**src/rtl/binadd.sv**
```systemverilog
// Registered ripple-carry adder: {cout, s} = a + b + c.
// REG_OUT selects a one-cycle output register or a pure combinational path.
module binadd #(
  parameter int WIDTH   = 2,
  parameter bit REG_OUT = 1'b1
) (
  input  logic             clk,
  input  logic             rst_n,
  input  logic [WIDTH-1:0] a,
  input  logic [WIDTH-1:0] b,
  input  logic             c,
  output logic [WIDTH-1:0] s,
  output logic             cout
);

  logic [WIDTH:0]   w_carry;
  logic [WIDTH-1:0] w_sum;

  assign w_carry[0] = c;

  for (genvar i = 0; i < WIDTH; i++) begin : g_fa
    assign w_sum[i]       = a[i] ^ b[i] ^ w_carry[i];
    assign w_carry[i+1]   = (a[i] & b[i])
                          | (a[i] & w_carry[i])
                          | (b[i] & w_carry[i]);
  end

  if (REG_OUT) begin : g_reg
    logic [WIDTH-1:0] r_s;
    logic             r_cout;

    always_ff @(posedge clk or negedge rst_n) begin
      if (!rst_n) begin
        r_s    <= '0;
        r_cout <= 1'b0;
      end else begin
        r_s    <= w_sum;
        r_cout <= w_carry[WIDTH];
      end
    end

    assign s    = r_s;
    assign cout = r_cout;
  end else begin : g_comb
    // Clock and reset have no role on the combinational path.
    logic w_unused;
    assign w_unused = ^{clk, rst_n};
    assign s        = w_sum;
    assign cout     = w_carry[WIDTH];
  end

endmodule

```
**config.mk**
```make
export PLATFORM = sky130hd
export DESIGN_NAME = binadd
export DESIGN_NICKNAME = d
export VERILOG_FILES = /design/src/rtl/binadd.sv
export SDC_FILE = /design/constraint.sdc
export NUM_CORES = 1
export LEC_CHECK = 0
export BUFFER_PORTS_ARGS = -buffer_cell sky130_fd_sc_hd__buf_2
export CORE_AREA = 2 2 39 41
export CTS_CLUSTER_SIZE = 14
export DETAILED_ROUTE_END_ITERATION = 7
export DIE_AREA = 0 0 41 43
export PLACE_DENSITY_LB_ADDON = 0.15
export RECOVER_POWER = 50
export SETUP_SLACK_MARGIN = 0.2
export SLEW_MARGIN = 20
export SYNTH_ARGS = -nofsm -noshare
export SYNTH_HDL_FRONTEND = slang
export SYNTH_SLANG_ARGS = --single-unit
```
**constraint.sdc**
```tcl
create_clock -name clk -period 0.95 [get_ports clk]
set_input_delay 0.1425 -clock clk [delete_from_list [all_inputs] [get_ports clk]]
set_output_delay 0.1425 -clock clk [all_outputs]
set_load 0.01 [all_outputs]
```
==> results.cfg <==
[outcome]
run_status = finished with violations
failed_checks = setup timing

[drt]
dr_wl_cell_microns = 7.023
drt-pass1-iter-count = 1
dr.first_iter.drc_count = 0
wirelength_microns = 302
num_vias = 125
detail-route-antenna-nets = 0
route.detailed.vias_per_inst = 2.907
drc = 0

[floorplan]
floorplan.die_area_sq_um = 1763
rows = 14
die_h_microns = 43
initial_utilization_pct = 10.49
die_x_microns = 41
floorplan.core_area_sq_um = 1384
i_o_pin_count = 10

[finish]
fin_area_sq_um = 267.8
diodes = 0
fillerInstances = 156
final_cell_count_no_fill = 43
areaGrowthSynthToFinish_pct = 84.48
finish.net_count = 37
layout-drive-gt1-share_pct = 51.85

[cts]
clock_tree.buffer_depth = 2
total_cts_buffers = 3
cts-htree-levels = 1
clock_net_sink_count = 3
cts_tree = yes
cts-root-buf = sky130_fd_sc_hd__clkbuf_4
postCtsSetupBuffers = 0
clk_pin_slew_worst_paths_ps = 40

[timing]
maxClockFrequency_mhz = 976.5
fin_hold_viols = 0
fin_hold_ws_ps = 252.2
slew-limit-headroom_pct = 90.02
grt_setup_unrepaired = true
layout_worst_path_cycle_share_pct = 107.8
setup_viol = 1
postLayoutSetupSlackWorst_ps = -74.11
final_period_minus_worst_setup_slack_ps = 1024
tightestPinTransition_ps = 149.8
timing.final.max_slew_violations = 0

[global_routing]
grt_pass1_vias = 124
grt_max_degree = 4
grt_first_pass_wirelength_microns = 414
global_route.usage.total_pct = 4.230
global_route.overflow_total = 0
antenna_violations_before_repair = 0

[power_and_ir_drop]
sw_share_pct = 23.84
vdd_ir_drop_max_mv = 0.2858
register_share_of_total_power_pct = 33.2
power_per_cell_area_nw_per_um2 = 1692
clock_power_share_pct = 48.5
cell_internal_pwr_w = 0.0003450
netSwitchingPower_w = 0.0001080
comb_power_share_pct = 18.3
static-leakage-power_nw = 0.1470
report.power.total_w = 0.0004529

[synth]
synth_top_cell_by_area = sky130_fd_sc_hd__dfrtp_1
postSynthCellCount = 13
synth_cell_types = 3
ys_seq_area_share_pct = 51.72
synthesis.nets = 22
count_of_yosys_warnings_during_synthesis = 0
post_synth_instance_area_sq_um = 145.1
netlist.area_leader.share_pct = 51.72
yosys_register_bits = 3
ys_top_cells_by_area = sky130_fd_sc_hd__dfrtp_1, sky130_fd_sc_hd__fa_1, sky130_fd_sc_hd__inv_1
syn-mean-instance-area_sq_um = 11.16

[placed_design]
place.gp.congestion = 0.5243
dp_worst_setup_slack_ps = -406.4
dpl.cell_count = 38
port_buffer_cells = 9
place_area_sq_um = 220.2

[worst_setup_path]
crit_path_max_fanout = 1
critical_path_class = in2reg
setup_crit_start_kind = primary input
crit_arrival_ps = 1150
endpoint_kind = register
timing.critical_path.required_ps = 1070

[job]
max-cap-violations = 0

[min_path]
holdCritPathClass = in2async
worst paths after layout:
kind	start	end	slack (ps)	cells after the start
setup / recovery	b[0]	s[1]	-70	5
hold / removal	rst_n	s[1]	250	2
max in group asynchronous	rst_n	s[0]	550	2
min in group clk	c	s[0]	300	4
per-layer routing:
metal  vias to the layer above  track usage [%]  part of all wire (%)
li1                         58                -                     -
met1                        57            2.597                    33
met2                        10            5.938                    51
met3                         0            1.571                    16
met4                         0            8.000                     0
met5                         -                0                     0
stage by stage:
step	setup TNS (ps)	utilization (%)
3_5_place_dp	-728.4	15.91
6_report	-74.11	19.35
3_3_place_gp	-706.6	15.91
4_1_cts	-67.43	19.44
2_1_floorplan	-292.9	-
5_1_grt	-85.75	19.35
sequential cells by signal, summed over array words and instances (netlist names):
register,cells
s,2
cout,1
synth_stat cells:
cell type / count
sky130_fd_sc_hd__inv_1: 8
sky130_fd_sc_hd__dfrtp_1: 3
sky130_fd_sc_hd__fa_1: 2
final cells by class:
class	instances	area [sq um]	share of cell area (%)
sequential	3	75.07	28.04
timing repair buffer	10	66.31	24.77
multi-input combinational	2	42.54	15.89
inverter	8	37.54	14.02
clock buffer	4	26.28	9.813
tap	16	20.02	7.477
power by group through the flow:
stage | Clock, W | Combinational [W] | Sequential (W)
2_1_floorplan | 0 | 0.0000258 | 0.000162
3_3_place_gp | 0 | 0.0000748 | 0.000151
3_5_place_dp | 0 | 0.0000768 | 0.000152
4_1_cts | 0.000235 | 0.0000858 | 0.000151
5_1_grt | 0.000245 | 0.0000919 | 0.000151
6_report | 0.000220 | 0.0000828 | 0.000151
layout by cell type (no fill, tap or decap):
cell type | synthesis | routed
sky130_fd_sc_hd__inv_1 | 8 | 6
sky130_fd_sc_hd__fa_2 | 0 | 1
sky130_fd_sc_hd__dfrtp_1 | 3 | 3
sky130_fd_sc_hd__inv_8 | 0 | 1
sky130_fd_sc_hd__inv_2 | 0 | 1
sky130_fd_sc_hd__buf_6 | 0 | 2
sky130_fd_sc_hd__buf_2 | 0 | 6
sky130_fd_sc_hd__clkbuf_1 | 0 | 2
sky130_fd_sc_hd__fa_1 | 2 | 1
sky130_fd_sc_hd__dlygate4sd3_1 | 0 | 1
sky130_fd_sc_hd__clkbuf_4 | 0 | 3
repair_timing:
item / in CTS / in global routing
hold endpoints to repair: 3 / 0
gates resized for setup: 3 / 0
hold buffers: 1 / 0
endpoints found under the setup margin: 6 / 5
pin swaps: 2 / 0
logic make-up after synthesis:
family | after synthesis | synth area share (%)
adder cells (fa/ha/maj) | 2 | 27.59
buffers and inverters | 8 | 20.69
flip-flops | 3 | 51.72
critical path, stage by stage:
cell,delay [ps]
sky130_fd_sc_hd__buf_6,70
sky130_fd_sc_hd__inv_2,30
sky130_fd_sc_hd__fa_2,370
sky130_fd_sc_hd__fa_1,490
sky130_fd_sc_hd__inv_1,40
Note: power is estimated with default switching activity, not from simulation.
